$ cat src/rtl/ppm_freq_recovery_pkg.sv
// Shared definitions for the PPM frequency-recovery front end:
// FSM state encodings and a constant-evaluable ceiling log2 helper.
package ppm_freq_recovery_pkg;

  typedef enum logic [1:0] {
    ST_IDLE   = 2'd0,
    ST_SEARCH = 2'd1,
    ST_TRACK  = 2'd2
  } freq_state_e;

  // Smallest r such that 2**r >= value (0 for value <= 1).
  function automatic int ceil_log2(input int value);
    int r;
    r = 0;
    for (int i = 0; i < 31; i++) begin
      if ((32'd1 << i) < value) begin
        r = i + 1;
      end else begin
        r = r;
      end
    end
    return r;
  endfunction

endpackage

$ cat src/rtl/ppm_sat_counter.sv
// Saturating up-counter with enable and synchronous clear.
// A clear together with enable restarts the count at 1, so a window or
// interval can begin on the same edge that counts its first event.
module ppm_sat_counter #(
  parameter int WIDTH = 2
) (
  input  logic             clk,
  input  logic             clear,
  input  logic             enable,
  output logic [WIDTH-1:0] count
);

  localparam logic [WIDTH-1:0] CNT_ZERO = {WIDTH{1'b0}};
  localparam logic [WIDTH-1:0] CNT_ONE  = WIDTH'(1'b1);
  localparam logic [WIDTH-1:0] CNT_MAX  = {WIDTH{1'b1}};

  // Count register: clear/restart has priority, otherwise count up and stick at max.
  always_ff @(posedge clk) begin
    if (clear) begin
      count <= enable ? CNT_ONE : CNT_ZERO;
    end else if (enable && (count != CNT_MAX)) begin
      count <= count + CNT_ONE;
    end else begin
      count <= count;
    end
  end

endmodule

$ cat src/rtl/ppm_freq_recovery.sv
// Chip-rate frequency-recovery front end for the 16-PPM SPAD receiver.
// Detects pulses against a threshold, measures the spacing between
// consecutive pulses and counts pulses per symbol-length window.
// The whole block idles while freq_ok is high.
module ppm_freq_recovery
  import ppm_freq_recovery_pkg::*;
#(
  parameter  int CHIP_BITS    = 1,
  parameter  int SYMBOL_CHIPS = 16,
  localparam int W            = ceil_log2(SYMBOL_CHIPS) + 1
) (
  input  logic                 clk,
  input  logic                 reset,
  input  logic [CHIP_BITS-1:0] din,
  input  logic [CHIP_BITS-1:0] pulse_threshold,
  input  logic                 freq_ok,
  output logic                 pulse_detected,
  output logic [W-1:0]         interpulse_cycles,
  output logic [1:0]           intrasymbol_pulses,
  output logic [1:0]           FREQ_state_SC,
  output logic [1:0]           FREQ_next_state_SC,
  output logic [1:0]           FREQ_intrasymbol_pulse_count_SC,
  output logic [W-1:0]         FREQ_symbol_cycle_count_SC,
  output logic [W-1:0]         FREQ_interpulse_cycle_count_SC,
  output logic [W-1:0]         FREQ_max_symbol_cycle_count_SC,
  output logic [W-1:0]         FREQ_max_interpulse_cycle_count_SC,
  output logic                 FREQ_increment_symbol_cycle_count_SC,
  output logic                 FREQ_increment_interpulse_cycle_count_SC
);

  localparam logic [W-1:0] SYM_MAX = W'(SYMBOL_CHIPS - 1);
  localparam logic [W-1:0] IP_MAX  = {W{1'b1}};
  localparam logic [W-1:0] W_ONE   = W'(1'b1);

  freq_state_e  state_r;
  freq_state_e  next_state_s;
  logic         pulse_s;
  logic         tracking_s;
  logic         wrap_s;
  logic         ip_clear_s;
  logic         ip_en_s;
  logic         win_clear_s;
  logic         win_en_s;
  logic [1:0]   win_final_s;
  logic [W-1:0] sym_cnt_r;
  logic [W-1:0] ip_cnt_s;
  logic [1:0]   win_cnt_s;

  assign pulse_s = (din >= pulse_threshold);

  // Counter control: enables and clears for the interpulse and window counters.
  always_comb begin
    tracking_s  = (state_r == ST_TRACK) && !freq_ok && !reset;
    wrap_s      = tracking_s && (sym_cnt_r == SYM_MAX);
    // Interpulse: free-runs in TRACK, restarts at 0 on every pulse.
    ip_clear_s  = reset || !tracking_s || pulse_s;
    ip_en_s     = tracking_s && !pulse_s;
    // Window: first pulse in SEARCH opens it at 1; a pulse on the wrap edge
    // belongs to the ending window, so the next one starts at 0.
    win_clear_s = reset || !tracking_s || wrap_s;
    win_en_s    = 1'b0;
    if (!reset && !freq_ok && pulse_s) begin
      if (state_r == ST_SEARCH) begin
        win_en_s = 1'b1;
      end else if (state_r == ST_TRACK) begin
        win_en_s = !wrap_s;
      end else begin
        win_en_s = 1'b0;
      end
    end else begin
      win_en_s = 1'b0;
    end
    // Closing count of the window, including a pulse on the wrap edge.
    if (win_cnt_s == 2'd3) begin
      win_final_s = 2'd3;
    end else begin
      win_final_s = win_cnt_s + {1'b0, pulse_s};
    end
  end

  // Next-state logic: freq_ok forces IDLE from any state.
  always_comb begin
    next_state_s = ST_IDLE;
    if (reset || freq_ok) begin
      next_state_s = ST_IDLE;
    end else begin
      case (state_r)
        ST_IDLE:   next_state_s = ST_SEARCH;
        ST_SEARCH: next_state_s = pulse_s ? ST_TRACK : ST_SEARCH;
        ST_TRACK:  next_state_s = ST_TRACK;
        default:   next_state_s = ST_IDLE;
      endcase
    end
  end

  // State register.
  always_ff @(posedge clk) begin
    if (reset) begin
      state_r <= ST_IDLE;
    end else begin
      state_r <= next_state_s;
    end
  end

  // Pulse flag, symbol cycle counter and the two measured metrics.
  always_ff @(posedge clk) begin
    if (reset) begin
      pulse_detected     <= 1'b0;
      interpulse_cycles  <= {W{1'b0}};
      intrasymbol_pulses <= 2'd0;
      sym_cnt_r          <= {W{1'b0}};
    end else begin
      pulse_detected <= pulse_s;
      if (tracking_s && pulse_s) begin
        interpulse_cycles <= (ip_cnt_s == IP_MAX) ? IP_MAX : (ip_cnt_s + W_ONE);
      end else begin
        interpulse_cycles <= interpulse_cycles;
      end
      if (wrap_s) begin
        intrasymbol_pulses <= win_final_s;
      end else begin
        intrasymbol_pulses <= intrasymbol_pulses;
      end
      if (!tracking_s || wrap_s) begin
        sym_cnt_r <= {W{1'b0}};
      end else begin
        sym_cnt_r <= sym_cnt_r + W_ONE;
      end
    end
  end

  ppm_sat_counter #(.WIDTH(W)) u_interpulse_cnt (
    .clk    (clk),
    .clear  (ip_clear_s),
    .enable (ip_en_s),
    .count  (ip_cnt_s)
  );

  ppm_sat_counter #(.WIDTH(2)) u_window_cnt (
    .clk    (clk),
    .clear  (win_clear_s),
    .enable (win_en_s),
    .count  (win_cnt_s)
  );

  assign FREQ_state_SC                            = state_r;
  assign FREQ_next_state_SC                       = next_state_s;
  assign FREQ_intrasymbol_pulse_count_SC          = win_cnt_s;
  assign FREQ_symbol_cycle_count_SC               = sym_cnt_r;
  assign FREQ_interpulse_cycle_count_SC           = ip_cnt_s;
  assign FREQ_max_symbol_cycle_count_SC           = SYM_MAX;
  assign FREQ_max_interpulse_cycle_count_SC       = IP_MAX;
  assign FREQ_increment_symbol_cycle_count_SC     = tracking_s;
  assign FREQ_increment_interpulse_cycle_count_SC = ip_en_s;

endmodule

$ cat config.mk
export PLATFORM = sky130hd
export DESIGN_NAME = ppm_freq_recovery
export DESIGN_NICKNAME = d
export VERILOG_FILES = /design/src/rtl/ppm_freq_recovery_pkg.sv /design/src/rtl/ppm_sat_counter.sv /design/src/rtl/ppm_freq_recovery.sv
export SDC_FILE = /design/constraint.sdc
export NUM_CORES = 1
export LEC_CHECK = 0
export BUFFER_PORTS_ARGS = -buffer_cell sky130_fd_sc_hd__buf_2
export CAP_MARGIN = 20
export CORE_MARGIN = 2
export CORE_UTILIZATION = 36
export CTS_CLUSTER_SIZE = 8
export DETAILED_ROUTE_END_ITERATION = 7
export GPL_TIMING_DRIVEN = 0
export PLACE_DENSITY = 0.72
export REMOVE_ABC_BUFFERS = 1
export SLEW_MARGIN = 30
export SYNTH_ARGS = -nofsm -noshare
export SYNTH_HDL_FRONTEND = slang
export SYNTH_SLANG_ARGS = --single-unit
export TNS_END_PERCENT = 5
$ cat constraint.sdc
create_clock -name clk -period 3.4 [get_ports clk]
set_clock_uncertainty 0.15 [all_clocks]
set_input_delay 0.51 -clock clk [delete_from_list [all_inputs] [get_ports clk]]
set_output_delay 0.51 -clock clk [all_outputs]
set_load 0.01 [all_outputs]
==> impl_metrics.env <==
export IMPL_cts_root_buf="clkbuf_4"
export IMPL_pwr_share_seq_pct=65.0
export IMPL_crit_fanout=9
export IMPL_final_common_cell="buf_2"
export IMPL_synth_simple_area_share_pct=15.3
export IMPL_power_per_cell_area_mw_per_mm2=344
export IMPL_synthAdderAreaFrac_pct=8.15
export IMPL_synth_top_area_share_pct=27.9
export IMPL_cts_resized=0
export IMPL_grt_pass1_vias=728
export IMPL_min_delay_start="freq_ok"
export IMPL_dieArea_sq_mm=0.00344
export IMPL_wl_mm=2.04
export IMPL_worstMarginPinSlew_ns=0.555
export IMPL_layout_area_seq_sq_um=510
export IMPL_syn_to_final_growth_pct=14.1
export IMPL_cts_hold_buf=0
export IMPL_start_kind="primary input"
export IMPL_synth_area_sq_mm=0.00107
export IMPL_multi_input_area_sq_um=473
export IMPL_clock_latency_ns=0.31
export IMPL_wl_per_cell_microns=12.3
export IMPL_drv_cap=0
export IMPL_layout_common_cells="buf_2, dfxtp_1, nor2_1"
export IMPL_grt_max_degree=16
export IMPL_numCtsBuffers=3
export IMPL_arrival_ns=1.85
export IMPL_synth_area_leaders="dfxtp_1, edfxtp_1, ha_1"
export IMPL_status="finished, violations left"
export IMPL_fillCellCount=297
export IMPL_violations="design-rule violations"
export IMPL_drcViolationCount=4
export IMPL_fin_util_pct=43.7
export IMPL_htreeDepth=1
export IMPL_drtIter0Drc=17
export IMPL_die_w_microns=58.6
export IMPL_yosysWarnings=0
export IMPL_synth_area_mux_share_pct=0
export IMPL_synth_async_reset_ratio_pct=0
export IMPL_fin_nets=148
export IMPL_cts_setup_buffers=0
export IMPL_r2r_start="FREQ_state_SC[0]"
export IMPL_p_int_mw=0.326
export IMPL_core_area_sq_mm=0.00281
export IMPL_fmax_mhz=398
export IMPL_vias=798
export IMPL_yosysUniqueCellTypes=31
export IMPL_die_h_microns=58.6
export IMPL_synthXorXnorAreaFrac_pct=4.07
export IMPL_cts_sinks=22
export IMPL_dp_hpwl_mm=1.60
export IMPL_diodes=0
export IMPL_hold_path_class="in -> reg"
export IMPL_sw_frac_of_total_pct=22.7
export IMPL_worstSetupEndpointType="output pin"
export IMPL_num_io_pins=41
export IMPL_path_clk_slew_ns=0.12
export IMPL_yosys_register_bits=22
export IMPL_min_period_ns=2.51
export IMPL_finalCritPeriodShare_pct=73.9
export IMPL_cellLeakagePower_nw=0.604
export IMPL_grt_first_pass_wirelength_mm=3.23
export IMPL_start_util_pct=38.3
export IMPL_critPathLaunch="din"
export IMPL_rows=19
export IMPL_ant_nets=0
export IMPL_grt_use_total_pct=12.4
export IMPL_io_buffers=30
export IMPL_grt_ovfl_total=0
export IMPL_place_area_sq_mm=0.00120
export IMPL_synth_edf_count=7
export IMPL_clock_path_buffers=2
export IMPL_finalMaxSlewViolations=0
export IMPL_synth_main_ff_cell="dfxtp_1"
export IMPL_gp_congestion=0.797
export IMPL_tritoncts="done"
export IMPL_comb_power_share_pct=6.5
export IMPL_power_share_clock_pct=28.5
export IMPL_setup_viol_count_final=0
export IMPL_hold_viol=0
export IMPL_avgSynthCellArea_sq_um=10.1
export IMPL_antenna_found_initial=0
export IMPL_fin_setup_tns_ns=0
export IMPL_power_switching_mw=0.0959
export IMPL_synth_top_family_by_area="simple AND/OR/NAND/NOR gates"
export IMPL_syn_inst=106
export IMPL_design_area_sq_mm=0.00123
export IMPL_synth_compound_area_share_pct=13.0
export IMPL_yosysSeqAreaShare_pct=47.5
export IMPL_drt_pass1_iter_count=6
export IMPL_power_mw=0.422
export IMPL_rsz0062_at_grt="false"
export IMPL_drive_above_1_share_pct=28.9
export IMPL_crit_required_ns=2.74
export IMPL_vias_per_cell=4.81
export IMPL_yosys_area_top_type="dfxtp_1"
export IMPL_max_slew_margin_pct=62.9
export IMPL_crit_type="in -> out"
export IMPL_vdd_drop_max_mv=0.263
worst paths after layout:
check | to | slack [ns] | cells past startpoint
min reg2reg | FREQ_symbol_cycle_count_SC[0] | 0.35 | 1
min | FREQ_state_SC[1] | 0.29 | 2
max reg2reg | u_interpulse_cnt.count[3] | 1.46 | 5
max | FREQ_next_state_SC[0] | 0.89 | 5
synth_stat cells, types with 3 or more instances:
cell,n
a211oi_1,3
a21oi_1,7
a311oi_1,4
and3_1,5
buf_4,10
dfxtp_1,15
edfxtp_1,7
ha_1,7
inv_1,4
nor2_1,12
xor2_1,4
flip-flops by register name, indices dropped and copies added (netlist names):
signal	count
FREQ_state_SC	2
FREQ_symbol_cycle_count_SC	5
interpulse_cycles	5
intrasymbol_pulses	2
pulse_detected	1
u_interpulse_cnt.count	5
u_window_cnt.count	2
per-layer routing:
layer | GRT usage, % | vias up | wire length, microns
met5 | 0 | - | 0
met4 | 2.92 | 0 | 14
met3 | 5.27 | 2 | 161
met2 | 20.1 | 24 | 967
met1 | 15.3 | 358 | 894
li1 | - | 414 | -
critical path: stages:
cell and delay, ns:
buf_2 0.09, nor2b_1 0.44, inv_2 0.20, a2111oi_0 0.41
buf_2 0.20
power by group through the flow:
stage                     Combinational [mW]  Clock (mW)  Sequential, mW
after global placement                0.0266           0           0.280
after floorplan                       0.0144           0           0.282
after detailed placement              0.0272           0           0.280
after global routing                  0.0308       0.134           0.275
after CTS                             0.0273       0.127           0.275
final                                 0.0276       0.120           0.274
kinds of logic after synthesis:
family / Yosys count
simple gates: 31
other cells: 2
fa+ha+maj: 7
compound gates: 19
xor+xnor: 5
flops: 22
buf+inv: 20
cell type report:
type                    count  area share, %
multi-input cells          72           38.6
inverters                   7           2.24
clock buffers               4           2.14
repair buffers             30           12.2
flip-flops and latches     22           41.6
well taps                  31           3.16
metrics by stage:
| step | setup slack (ns) | hold WS [ns] | std cells |
|---|---|---|---|
| 2_1_floorplan | 1.03 | 0.319 | 101 |
| 3_3_place_gp | 0.856 | 0.291 | 162 |
| 3_5_place_dp | 0.899 | 0.326 | 162 |
| 4_1_cts | 0.889 | 0.273 | 166 |
| 5_1_grt | 0.692 | 0.276 | 166 |
| 6_report | 0.886 | 0.287 | 166 |
Note: power is estimated with default switching activity, not from simulation.
